`config.mk`:
```
export PLATFORM = sky130hd
export DESIGN_NAME = seq_pair_streamer
export DESIGN_NICKNAME = d
export VERILOG_FILES = /design/src/rtl/seq_pair_streamer.sv
export SDC_FILE = /design/constraint.sdc
export NUM_CORES = 1
export LEC_CHECK = 0
export ABC_AREA = 1
export BUFFER_PORTS_ARGS = -buffer_cell sky130_fd_sc_hd__buf_4
export CAP_MARGIN = 20
export CORE_ASPECT_RATIO = 0.5
export CORE_MARGIN = 3
export CORE_UTILIZATION = 55
export DETAILED_ROUTE_END_ITERATION = 10
export PLACE_DENSITY = 0.8
export SYNTH_ARGS = -nofsm -noshare
export SYNTH_HDL_FRONTEND = slang
export SYNTH_SLANG_ARGS = --single-unit
```
`constraint.sdc`:
```
create_clock -name clk -period 2.7 [get_ports clk]
set_input_delay 0.27 -clock clk [delete_from_list [all_inputs] [get_ports clk]]
set_output_delay 0.27 -clock clk [all_outputs]
set_load 0.05 [all_outputs]
```
`src/rtl/seq_pair_streamer.sv`:
```
// Purpose : streams every (query letter i, database letter j) pair of two snapshotted sequences, row-major.
// Latency : first pair is valid the cycle after start is sampled; after that, one pair per cycle while out_ready is high.
// Backpr. : valid/ready handshake; while out_valid=1 and out_ready=0, every output holds.
//
// Ports:
//   clk, rst_n       rising-edge clock, asynchronous active-low reset
//   start            begin a sweep (honoured only in IDLE)
//   query_seq_in     query buffer, snapshotted on an accepted start
//   database_seq_in  database buffer, snapshotted on an accepted start
//   out_ready        downstream accepts the current pair
//   out_valid        current pair is valid
//   q_letter/d_letter  registered letters at (q_idx, d_idx)
//   q_idx/d_idx      row index i / column index j
//   last             current pair is (L-1, L-1)
//   busy             sweep in progress (STREAM or DONE)
//   done             one-cycle sweep-complete pulse
//   match            (SEQ_MATCH_FLAG_EN only) registered q_letter == d_letter flag
//
// Optional feature macro: SEQ_MATCH_FLAG_EN adds the match output.
module seq_pair_streamer #(
  parameter int NUM_REG      = 8,
  parameter int BITS_REG     = 8,
  parameter int LETTER_WIDTH = 2,
  localparam int L           = NUM_REG * BITS_REG / LETTER_WIDTH,
  localparam int IDX_W       = $clog2(L)
) (
  input  logic                               clk,
  input  logic                               rst_n,
  input  logic                               start,
  input  logic [NUM_REG-1:0][BITS_REG-1:0]   query_seq_in,
  input  logic [NUM_REG-1:0][BITS_REG-1:0]   database_seq_in,
  input  logic                               out_ready,
  output logic                               out_valid,
  output logic [LETTER_WIDTH-1:0]            q_letter,
  output logic [LETTER_WIDTH-1:0]            d_letter,
  output logic [IDX_W-1:0]                   q_idx,
  output logic [IDX_W-1:0]                   d_idx,
  output logic                               last,
  output logic                               busy,
  output logic                               done
`ifdef SEQ_MATCH_FLAG_EN
  ,
  output logic                               match
`endif
);

  localparam int LPR   = BITS_REG / LETTER_WIDTH;  // letters per register
  localparam int REG_W = (NUM_REG > 1) ? $clog2(NUM_REG) : 1;
  localparam logic [IDX_W-1:0] IDX_MAX = IDX_W'(L - 1);

  typedef enum logic [1:0] {
    IDLE   = 2'd0,
    STREAM = 2'd1,
    DONE   = 2'd2
  } state_t;

  state_t state, state_nxt;

  logic [NUM_REG-1:0][BITS_REG-1:0] q_snap, d_snap;

  logic                    load, xfer, fin;
  logic                    j_wrap;
  logic [IDX_W-1:0]        i_nxt, j_nxt;
  logic [IDX_W-1:0]        q_sel_idx, d_sel_idx;
  logic [NUM_REG-1:0][BITS_REG-1:0] q_sel_seq, d_sel_seq;
  logic [LETTER_WIDTH-1:0] q_let_nxt, d_let_nxt;

  // Letter n lives in register n/LPR, slot n%LPR counted from the MSB end.
  function automatic logic [LETTER_WIDTH-1:0] letter_of(
    input logic [NUM_REG-1:0][BITS_REG-1:0] seq,
    input logic [IDX_W-1:0]                 n
  );
    logic [REG_W-1:0]    r;
    logic [BITS_REG-1:0] w;
    r = REG_W'(n / LPR);
    w = seq[r] << (LETTER_WIDTH * (n % LPR));
    return w[BITS_REG-1 -: LETTER_WIDTH];
  endfunction

  always_ff @(posedge clk or negedge rst_n) begin
    if (!rst_n) state <= IDLE;
    else        state <= state_nxt;
  end

  always_comb begin
    state_nxt = state;
    load      = 1'b0;
    xfer      = 1'b0;
    fin       = 1'b0;
    case (state)
      IDLE: begin
        if (start) begin
          state_nxt = STREAM;
          load      = 1'b1;
        end
      end
      STREAM: begin
        if (out_valid && out_ready) begin
          xfer = 1'b1;
          if (last) begin
            fin       = 1'b1;
            state_nxt = DONE;
          end
        end
      end
      DONE:    state_nxt = IDLE;
      default: state_nxt = IDLE;
    endcase
  end

  assign busy = (state != IDLE);

  // Next indices: j runs fastest and wraps into an i increment.
  assign j_wrap = (d_idx == IDX_MAX);
  assign j_nxt  = j_wrap ? '0 : d_idx + 1'b1;
  assign i_nxt  = j_wrap ? q_idx + 1'b1 : q_idx;

  // On a load the snapshot is not written yet, so decode straight from the inputs.
  assign q_sel_seq = load ? query_seq_in    : q_snap;
  assign d_sel_seq = load ? database_seq_in : d_snap;
  assign q_sel_idx = load ? '0 : i_nxt;
  assign d_sel_idx = load ? '0 : j_nxt;
  assign q_let_nxt = letter_of(q_sel_seq, q_sel_idx);
  assign d_let_nxt = letter_of(d_sel_seq, d_sel_idx);

  always_ff @(posedge clk or negedge rst_n) begin
    if (!rst_n) begin
      q_snap    <= '0;
      d_snap    <= '0;
      out_valid <= 1'b0;
      q_idx     <= '0;
      d_idx     <= '0;
      q_letter  <= '0;
      d_letter  <= '0;
      last      <= 1'b0;
      done      <= 1'b0;
    end else begin
      done <= 1'b0;
      if (load) begin
        q_snap    <= query_seq_in;
        d_snap    <= database_seq_in;
        out_valid <= 1'b1;
        q_idx     <= '0;
        d_idx     <= '0;
        q_letter  <= q_let_nxt;
        d_letter  <= d_let_nxt;
        last      <= 1'b0;
      end else if (fin) begin
        out_valid <= 1'b0;
        q_idx     <= '0;
        d_idx     <= '0;
        q_letter  <= '0;
        d_letter  <= '0;
        last      <= 1'b0;
        done      <= 1'b1;
      end else if (xfer) begin
        q_idx     <= i_nxt;
        d_idx     <= j_nxt;
        q_letter  <= q_let_nxt;
        d_letter  <= d_let_nxt;
        last      <= (i_nxt == IDX_MAX) && (j_nxt == IDX_MAX);
      end
    end
  end

`ifdef SEQ_MATCH_FLAG_EN
  // Registered alongside the letters so it holds with them during stalls.
  always_ff @(posedge clk or negedge rst_n) begin
    if (!rst_n)            match <= 1'b0;
    else if (load || (xfer && !fin)) match <= (q_let_nxt == d_let_nxt);
    else if (fin)          match <= 1'b0;
  end
`endif

endmodule

```
==> results of run 1 <==
sequential cells by signal (all words and copies together), names as in the netlist:
signal / flops
d_snap: 64
q_snap: 64
d_idx: 5
q_idx: 5
d_letter: 2
q_letter: 2
state: 2
done: 1
last: 1
out_valid: 1
layer usage:
metal | wire length, um | vias to the layer above | global-route usage [%]
li1 | - | 3486 | -
met1 | 8891 | 3317 | 37.47
met2 | 9653 | 282 | 46.70
met3 | 1273 | 34 | 4.554
met4 | 318 | 0 | 7.432
met5 | 0 | - | 0
kinds of logic after synthesis:
group           share of synthesized area [%]
compound gates                          2.468
flops                                   49.70
simple gates                            39.67
buf+inv                                 7.319
fa+ha+maj                              0.8452
per-stage QoR:
stage	setup slack, ns	instances	TNS (ns)	utilization [%]
6_report	0.2166	1357	0	72.61
5_1_grt	-0.009321	1357	-0.009321	72.61
4_1_cts	0.07767	1355	0	72.38
3_5_place_dp	0.1411	1322	0	67.89
3_3_place_gp	0.2689	1322	0	67.89
2_1_floorplan	0.02796	1030	0	-
worst max path at each step:
stage	to	startpoint	slack (ns)	depth (start not counted)
after detailed placement	q_letter[0]$_DFFE_PN0P_	d_idx[0]$_DFFE_PN0P_	0.14	17
after CTS	q_letter[0]$_DFFE_PN0P_	d_idx[1]$_DFFE_PN0P_	0.08	17
after global placement	q_letter[0]$_DFFE_PN0P_	d_idx[0]$_DFFE_PN0P_	0.27	17
after global routing	q_letter[1]$_DFFE_PN0P_	d_idx[1]$_DFFE_PN0P_	-0.009	17
final	q_letter[0]$_DFFE_PN0P_	d_idx[0]$_DFFE_PN0P_	0.22	16
after floorplan	q_letter[0]$_DFFE_PN0P_	d_idx[0]$_DFFE_PN0P_	0.03	17
final cells by class:
cell class | instances | share of cell area [%]
clock buffer | 20 | 4.656
clock inverter | 12 | 1.414
inverter | 85 | 3.455
multi-input combinational | 749 | 34.06
sequential | 147 | 39.22
tap | 170 | 2.268
timing repair buffer | 174 | 14.93
power by group:
part           internal, uW  total (uW)  switching [uW]
sequential             3210        3580             369
clock                  1360        2300             934
combinational          1850        5480            3630
total                  6420       11400            4940
cells in the final DEF (no fill, tap or decap), drive strengths merged, types with 5 or more instances in the layout:
master  instances
o21ai          18
ha              5
clkinv          5
nor2           26
nand2         534
nand3         136
inv            87
buf           173
o22ai           7
clkbuf         20
dfrtp         147
nand3b         15
what timing repair did:
item	4_1_cts	5_1_grt
hold endpoints to repair	46	0
endpoints found under the setup margin	0	2
resized for setup	0	6
setup buffers	0	2
hold buffers	1	0
critical path, stage by stage, from the launching register on:
cell     delay [ns]
dfrtp_1        0.35
ha_1           0.19
nand2_1        0.10
nor2_1         0.15
ha_2           0.26
nand3_1        0.16
nand3_1        0.23
buf_12         0.22
nand2_1        0.08
nand3_1        0.12
nand2_1        0.07
nand2_1        0.05
nand3_1        0.09
nand3_1        0.12
nand2_1        0.06
nand2_1        0.06
nand2_1        0.05
==> results.tsv, run 1 <==
stage	metric	value	unit
floorplanning	core area	12920	um2
timing	Final Hold Fails	0	
worst_hold_path	Hold Path End	d_snap[47]$_DFF_PN0_	
worst_setup_path	RR Endpoint	q_letter[0]$_DFFE_PN0P_	
drt	wire length per cell	14.84	um
drt	Via density	5.246	
synthesis	Post-Syn Nets	1167	
clock_network	CTS tree	built	
worst_setup_path	reg2reg start	d_idx[0]$_DFFE_PN0P_	
timing	Tmin final	2.483	ns
timing	WHS	0.04344	ns
worst_setup_path	Worst R2R Setup Slack	0.22	ns
clock_network	CTS Buffer Depth	2	
drt	DR DRC count	0	
worst_setup_path	Worst Setup End Kind	flop	
synthesis	Post-synth EDFFs	0	
worst_hold_path	hold_sp	database_seq_in[47]	
timing	Max Fclk	402.7	MHz
layout	Filler Cell Count	1032	
global_route	vias in the first global route	6719	
timing	Slew headroom	64.77	%
worst_hold_path	WHS Path Cells	3	
power_and_ir_drop	Worst VDD drop	0.0004901	V
drt	drt first pass iters	6	
power_and_ir_drop	PwrDens	1211	nW/um2
synthesis	YS warnings	0	
clock_network	root buf cell	clkbuf_16	
layout	Layout area overhead	26.71	%
layout	Multi-input gate area	3194	um2
global_route	largest net degree at the start of global routing	108	
global_route	grt ovf	0	
global_route	Total GRT Usage	27.53	%
drt	drt first-iter violations	747	
layout	ant diodes	0	
power_and_ir_drop	Total Power	11360	uW
power_and_ir_drop	Leak Pwr	0.005200	uW
worst_hold_path	Hold WC Path Type	in2reg	
layout	Finished Cell Area	9379	um2
floorplanning	# rows	29	
worst_setup_path	CP max FO	32	
placement	Port Buf Inserts	149	
clock_network	CTS clk-pin slew, worst paths	0.06	ns
placement	Routability Congestion	0.9287	
synthesis	FFs w/ async S/R, synth	100.0	%
floorplanning	Chip Height	88.03	um
synthesis	cell taking the most area after synthesis	dfrtp_1	
floorplanning	IO Count	150	
synthesis	Synth top cells by count	532 x nand2_1, 147 x dfrtp_1, 136 x nand3_1	
worst_setup_path	Critical Path Start Type	flop	
synthesis	sequential-to-total area share from yosys stat	49.70	%
timing	clk_skew	0.006943	ns
synthesis	top-area cell type share of the netlist area	49.70	%
drt	antenna-violating nets left	0	
outcome	status	complete, no violations	
layout	Sequential Area	3679	um2
global_route	global-route wire length before repair	32710	um
clock_network	worst skew pair latency	0.42	ns
worst_setup_path	crit path DAT	2.79	ns
layout	layout cell share with drive strength beyond 1	18.28	%
synthesis	top-count cell post-synth	nand2_1	
timing	pins over their slew limit	0	
synthesis	Top FF cell, synth	dfrtp_1	
timing	Worst Max-Slew Pin Slew	0.5284	ns
timing	Final setup viols	0	
synthesis	top cells by area, synth	dfrtp_1 50%, nand2_1 27%, nand3_1 9.2%	
synthesis	Avg Inst Size Synth	7.187	um2
placement	DP HPWL	13720	um
layout	Final #Nets	1311	
worst_setup_path	kind of critical path	reg2reg	
drt	Routed Wire Length	20140	um
floorplanning	die area	14970	um2
clock_network	total CTS buffers	17	
synthesis	Netlist cell types	25	
clock_network	htree depth	4	
clock_network	CTS sink count	147	
synthesis	Post-Synthesis Cells	1030	
drt	via count	7119	
global_route	initial antenna violation count	0	
floorplanning	Die X	170.1	um
floorplanning	initial core utilization	57.30	%
worst_setup_path	reg2reg path depth	16	
timing	final critical-path share of the clock period	91.98	%
synthesis	mapped cell area	7402	um2
synthesis	Yosys reg bits	147	
flow_run	MaxCap Viol Count	0	
placement	DP Area	8770	um2
worst_setup_path	Worst EP required	3.01	ns
(Power assumes the default switching activity.)
==> inputs of run 2 (changes only) <==
--- a/config.mk
+++ b/config.mk
@@ -8,11 +8,13 @@
 export ABC_AREA = 1
 export BUFFER_PORTS_ARGS = -buffer_cell sky130_fd_sc_hd__buf_4
 export CAP_MARGIN = 20
+export CELL_PAD_IN_SITES_DETAIL_PLACEMENT = 0
+export CELL_PAD_IN_SITES_GLOBAL_PLACEMENT = 1
 export CORE_ASPECT_RATIO = 0.5
 export CORE_MARGIN = 3
-export CORE_UTILIZATION = 55
+export CORE_UTILIZATION = 39
 export DETAILED_ROUTE_END_ITERATION = 10
-export PLACE_DENSITY = 0.8
+export PLACE_DENSITY_LB_ADDON = 0.1
 export SYNTH_ARGS = -nofsm -noshare
 export SYNTH_HDL_FRONTEND = slang
 export SYNTH_SLANG_ARGS = --single-unit
==> results.tsv, run 2 (synthesized netlist as in run 1, its figures left out) <==
stage	metric	value	unit	change
outcome	status	complete, no violations		
drt	Routed Wire Length	21520	um	+6.9%
timing	final critical-path share of the clock period	87.76	%	-4.2 points
power_and_ir_drop	Worst VDD drop	0.0005133	V	+4.7%
drt	DR DRC count	0		unchanged
timing	Worst Max-Slew Pin Slew	0.5224	ns	-0.006065 ns
clock_network	worst skew pair latency	0.42	ns	about the same
power_and_ir_drop	Gate power share	47.7	%	-0.6 points
clock_network	CTS tree	built		
power_and_ir_drop	sw frac	42.55	%	-0.93 points
layout	commonest non-fill, non-tap cell in the layout	nand2_1		
drt	Via density	4.801		-8.5%
worst_setup_path	crit path DAT	2.68	ns	-0.11 ns
floorplanning	IO Count	150		unchanged
placement	DP HPWL	15250	um	+11%
floorplanning	initial core utilization	41.13	%	-16 points
layout	ant diodes	0		unchanged
layout	biggest regs	d_snap (64), q_snap (64)		
global_route	global-route wire length before repair	35020	um	+7.1%
clock_network	htree depth	4		unchanged
power_and_ir_drop	Total Power	11460	uW	+0.90%
layout	most frequent cells in the layout	531 x nand2_1, 167 x buf_4, 147 x dfrtp_1		
worst_setup_path	Critical Path Start Type	flop		
placement	Port Buf Inserts	149		unchanged
global_route	vias in the first global route	6897		+2.6%
drt	wire length per cell	14.95	um	+0.73%
clock_network	root buf cell	clkbuf_16		
layout	Layout area overhead	28.87	%	
power_and_ir_drop	Seq pwr share	30.9	%	-0.6 points
power_and_ir_drop	PwrDens	1201	nW/um2	-0.79%
floorplanning	# rows	34		+17%
timing	Tmin final	2.370	ns	-0.1139 ns
clock_network	CTS sink count	147		unchanged
timing	Final setup viols	0		unchanged
floorplanning	die area	20770	um2	+39%
timing	Slew headroom	65.18	%	+0.40 points
worst_setup_path	kind of critical path	reg2reg		
flow_run	MaxCap Viol Count	0		unchanged
drt	drt first pass iters	6		unchanged
drt	drt first-iter violations	403		-46%
placement	Routability Congestion	0.8243		-11%
layout	Final #Nets	1313		+0.15%
timing	Max Fclk	422.0	MHz	+4.8%
drt	antenna-violating nets left	0		unchanged
drt	via count	6913		-2.9%
timing	pins over their slew limit	0		unchanged
worst_setup_path	Worst EP required	3.01	ns	about the same
timing	Final Hold Fails	0		unchanged
clock_network	total CTS buffers	17		unchanged
floorplanning	Die X	200.8	um	+18%
clock_network	CTS Buffer Depth	2		unchanged
layout	Finished Core Util	53.01	%	-20 points
power_and_ir_drop	Int Pwr	6583	uW	+2.6%
global_route	largest net degree at the start of global routing	113		+4.6%
layout	layout cell share with drive strength beyond 1	18.43	%	+0.15 points
timing	setup TNS	0	ns	unchanged
global_route	initial antenna violation count	0		unchanged
global_route	Total GRT Usage	21.19	%	-6.3 points
worst_setup_path	Worst Setup End Kind	flop		
floorplanning	core area	17990	um2	+39%
worst_setup_path	CP max FO	32		unchanged
floorplanning	Chip Height	103.4	um	+17%
timing	RSZ-0062 raised after global routing	no		
power_and_ir_drop	Leak Pwr	0.005230	uW	+0.57%
global_route	grt ovf	0		unchanged
worst_hold_path	Hold WC Path Type	in2reg		
power_and_ir_drop	P_sw	4875	uW	-1.3%
timing	clk_skew	0.008007	ns	+0.001064 ns
clock_network	CTS clk-pin slew, worst paths	0.06	ns	about the same
power_and_ir_drop	clock share of power	21.3	%	+1.1 points
-- run 2: changes by cell type in the layout (fill, tap and decap cells not counted), sizes merged --
cell	previous run	this run
bufinv	2	3
buf	173	175
inv	87	85
clkinv	5	2
clkbuf	20	23
-- run 2: path summary, 6_finish.rpt --
kind	start	to	slack [ns]	cells past startpoint
worst max-delay path	d_idx[0]$_DFFE_PN0P_	q_letter[1]$_DFFE_PN0P_	0.33	17
worst min-delay path	database_seq_in[62]	d_snap[62]$_DFF_PN0_	0.04	3
worst max register to register	d_idx[0]$_DFFE_PN0P_	q_letter[1]$_DFFE_PN0P_	0.33	17
worst min register to register	q_snap[20]$_DFF_PN0_	q_snap[20]$_DFF_PN0_	0.47	2
max in group asynchronous	rst_n	d_idx[2]$_DFFE_PN0P_	1.62	3
min in group asynchronous	rst_n	q_snap[14]$_DFF_PN0_	0.38	2
-- run 2: layout make-up --
| class | instances | area [um2] |
|---|---|---|
| fill | 1789 | 8456 |
| sequential | 147 | 3679 |
| multi-input combinational | 749 | 3202 |
| timing repair buffer | 176 | 1415 |
| clock buffer | 23 | 478.0 |
| inverter | 85 | 324.1 |
| tap | 252 | 315.3 |
| clock inverter | 8 | 126.4 |
-- run 2: critical path: stages (launching register included) --
cell     delay, ns
dfrtp_1       0.38
ha_1          0.23
nand2_1       0.12
nor2_2        0.06
ha_2          0.21
nand3_1       0.14
nand2_1       0.12
nor2_2        0.14
buf_12        0.21
nand2_1       0.09
nand3_1       0.14
nand2_1       0.07
nand2_1       0.05
nand2_1       0.05
nand2_1       0.05
nand3_1       0.07
nand3_1       0.07
nand2_1       0.05
-- run 2: per-layer routing --
layer	global-route usage [%]	share of wire, %
met1	28.86	49
met2	34.78	45
met3	5.002	4.9
met4	5.391	1.2
met5	0	0
-- run 2: power by group through the flow --
stage | logic (uW) | clock network (uW) | registers, uW
floorplan | 3430 | 0 | 3820
global placement | 5360 | 0 | 3560
detailed placement | 5420 | 0 | 3580
CTS | 5470 | 2500 | 3550
global route | 6250 | 2600 | 3640
finish | 5470 | 2450 | 3540
-- run 2: per-stage QoR --
stage	area, um2	hold slack (ns)	setup WS (ns)	cells
floorplan	7402	-0.02559	0.02796	1030
global placement	8872	0.2570	0.2424	1404
detailed placement	8872	0.2512	0.1183	1404
CTS	9487	0.03072	0.1179	1436
global route	9539	0.03385	0.04007	1440
finish	9539	0.04063	0.3305	1440
-- run 2: repair_timing --
action / in CTS / in global routing
endpoints found under the setup margin: 0 / 2
setup buffers: 0 / 4
hold buffers: 1 / 0
gates resized for setup: 0 / 7
hold endpoints to repair: 47 / 0
==> inputs of run 3 (changes only) <==
--- a/config.mk
+++ b/config.mk
@@ -6,15 +6,16 @@
 export NUM_CORES = 1
 export LEC_CHECK = 0
 export ABC_AREA = 1
-export BUFFER_PORTS_ARGS = -buffer_cell sky130_fd_sc_hd__buf_4
 export CAP_MARGIN = 20
 export CELL_PAD_IN_SITES_DETAIL_PLACEMENT = 0
 export CELL_PAD_IN_SITES_GLOBAL_PLACEMENT = 1
 export CORE_ASPECT_RATIO = 0.5
 export CORE_MARGIN = 3
-export CORE_UTILIZATION = 39
+export CORE_UTILIZATION = 45
 export DETAILED_ROUTE_END_ITERATION = 10
+export DONT_BUFFER_PORTS = 1
 export PLACE_DENSITY_LB_ADDON = 0.1
+export RECOVER_POWER = 25
 export SYNTH_ARGS = -nofsm -noshare
 export SYNTH_HDL_FRONTEND = slang
 export SYNTH_SLANG_ARGS = --single-unit
==> constraint.sdc (replaced) <==
create_clock -name clk -period 2.7 [get_ports clk]
set_input_delay 0.135 -clock clk [delete_from_list [all_inputs] [get_ports clk]]
set_output_delay 0.135 -clock clk [all_outputs]
set_load 0.05 [all_outputs]
==> results.tsv, run 3 (synthesized netlist as in run 1, its figures left out) <==
stage	metric	value	unit	change
outcome	failing checks	negative hold slack		
clock_network	CTS sink count	147		unchanged
outcome	status	complete, but fails checks		
worst_setup_path	crit path cell chain	nor2_4 -> buf_6 -> nand3_1 -> dlygate4sd3_1 -> nand2_1 -> nand2_1 -> nand2_1 -> nand2_1 -> nand2_1 -> nand2_1 -> nand2_1 -> nand2_1 -> nand3_1 -> nand3_1 -> nand2_1		
drt	wire length per cell	15.57	um	+4.2%
power_and_ir_drop	Total Power	11470	uW	about the same
power_and_ir_drop	Leak Pwr	0.005103	uW	-2.4%
floorplanning	die area	18120	um2	-13%
clock_network	hold_buf cts	163		+162
worst_setup_path	Worst EP required	3.06	ns	+0.05 ns
worst_hold_path	Hold WC Path Type	in2async		
clock_network	root buf cell	clkbuf_16		
floorplanning	Die X	187.4	um	-6.7%
global_route	Total GRT Usage	25.48	%	+4.3 points
layout	commonest non-fill, non-tap cell in the layout	nand2_1		
worst_setup_path	reg2reg start	state[0]$_DFFE_PN0P_		
timing	final critical-path share of the clock period	91.47	%	+3.7 points
placement	Routability Congestion	0.8584		+4.1%
worst_setup_path	CP max-delay cell	dlygate4sd3_1		
worst_setup_path	delay of the slowest cell on the worst path	0.60	ns	+0.22 ns
drt	drt first-iter violations	442		+9.7%
timing	pins over their slew limit	0		unchanged
drt	Routed Wire Length	22180	um	+3.1%
drt	DR DRC count	0		unchanged
clock_network	CTS clk-pin slew, worst paths	0.06	ns	about the same
clock_network	htree depth	4		unchanged
layout	Layout area overhead	35.02	%	
layout	layout cell share with drive strength beyond 1	6.229	%	-12 points
global_route	initial antenna violation count	0		unchanged
flow_run	MaxCap Viol Count	0		unchanged
layout	post-route insts no fill	1425		-1.0%
placement	Port Buf Inserts	0		-100%
drt	drt first pass iters	4		-2
drt	antenna-violating nets left	0		unchanged
floorplanning	initial core utilization	47.04	%	+5.9 points
global_route	global-route wire length before repair	37290	um	+6.5%
global_route	vias in the first global route	7148		+3.6%
global_route	grt ovf	0		unchanged
power_and_ir_drop	Worst VDD drop	0.0006434	V	+25%
layout	most frequent cells in the layout	531 x nand2_1, 163 x dlygate4sd3_1, 147 x dfrtp_1		
worst_setup_path	RR Endpoint	q_letter[1]$_DFFE_PN0P_		
clock_network	CTS tree	built		
timing	RSZ-0062 raised after global routing	no		
floorplanning	# rows	32		-5.9%
floorplanning	core area	15740	um2	-13%
floorplanning	Chip Height	96.69	um	-6.5%
worst_setup_path	Critical Path Start Type	flop		
worst_setup_path	Worst Setup End Kind	flop		
drt	Via density	4.937		+2.8%
worst_setup_path	Worst R2R Setup Slack	0.23	ns	-0.10 ns
timing	Max Fclk	404.9	MHz	-4.1%
timing	WHS	-0.5958	ns	-0.6364 ns
worst_setup_path	reg2reg path depth	15		-2
clock_network	total CTS buffers	17		unchanged
timing	Worst Max-Slew Pin Slew	0.7120	ns	+0.1896 ns
global_route	largest net degree at the start of global routing	148		+31%
worst_setup_path	Worst Setup SP	state[0]$_DFFE_PN0P_		
worst_setup_path	most used cell, CP	nand2_1		
worst_setup_path	CP max FO	51		+59%
floorplanning	IO Count	150		unchanged
timing	Tmin final	2.470	ns	+0.1002 ns
clock_network	worst skew pair latency	0.42	ns	about the same
timing	setup TNS	0	ns	unchanged
worst_setup_path	crit path DAT	2.83	ns	+0.15 ns
drt	via count	7035		+1.8%
layout	Final #Nets	1331		+1.4%
clock_network	Setup Fix Bufs, Post-CTS	0		unchanged
timing	Final Hold Fails	147		+147
timing	Final setup viols	0		unchanged
layout	Finished Core Util	63.52	%	+11 points
layout	ant diodes	0		unchanged
power_and_ir_drop	PwrDens	1148	nW/um2	-4.5%
timing	Slew headroom	52.38	%	-13 points
timing	clk_skew	0.008408	ns	+0.0004015 ns
worst_setup_path	kind of critical path	reg2reg		
placement	placed instance count	1233		-12%
clock_network	CTS Buffer Depth	2		unchanged
layout	biggest regs	d_snap (64), q_snap (64)		
placement	DP HPWL	13680	um	-10%
-- run 3: cell count changes in the layout (fill, tap and decap cells not counted), moves of 2 or more --
cell           change
clkbuf_1           -2
dlygate4sd3_1    +162
inv_2              +2
buf_12             -4
buf_4            -140
inv_4              -2
-- run 3: cell type report --
type	instances	area (um2)
fill	1403	5741
sequential	147	3679
multi-input combinational	749	3202
timing repair buffer	194	1906
clock buffer	20	456.7
inverter	85	319.1
tap	221	276.5
clock inverter	9	156.4
-- run 3: per-layer routing --
| metal | share of wire, % | GRT usage (%) |
|---|---|---|
| met3 | 4.7 | 5.576 |
| met4 | 0.94 | 5.530 |
| met5 | 0 | 0 |
| met1 | 47 | 34.38 |
| met2 | 47 | 42.56 |
-- run 3: how the worst max path moves through the flow --
| stage | to | slack, ns | cells after the start |
|---|---|---|---|
| finish | q_letter[1]$_DFFE_PN0P_ | 0.23 | 15 |
| global route | q_letter[1]$_DFFE_PN0P_ | 0.01 | 13 |
| CTS | q_letter[0]$_DFFE_PN0P_ | 0.12 | 17 |
| detailed placement | q_letter[0]$_DFFE_PN0P_ | 0.16 | 17 |
| global placement | q_letter[0]$_DFFE_PN0P_ | 0.23 | 17 |
| floorplan | q_letter[0]$_DFFE_PN0P_ | 0.03 | 17 |
-- run 3: critical path, delay by kind of cell, from the launching register on --
family / cells / cell delay [ns]
AND/OR/NAND/NOR: 13 / 1.04
buffers and inverters: 2 / 0.95
flip-flops: 1 / 0.40
-- run 3: power by group --
group          leakage [uW]  internal (uW)  switching (uW)  total [uW]
registers           0.00179           3200             460        3660
clock network      0.000290           1580             924        2500
logic               0.00302           1850            3460        5300
-- run 3: stage by stage --
stage | instance area [um2] | setup slack [ns]
floorplan | 7402 | 0.02796
global placement | 7729 | 0.2321
detailed placement | 7729 | 0.1560
CTS | 9973 | 0.1164
global route | 9995 | 0.009815
finish | 9995 | 0.2303
-- run 3: what timing repair did --
item / CTS / global route
setup endpoints to repair: 0 / 3
endpoints found under the hold margin: 279 / 147
resized for setup: 0 / 7
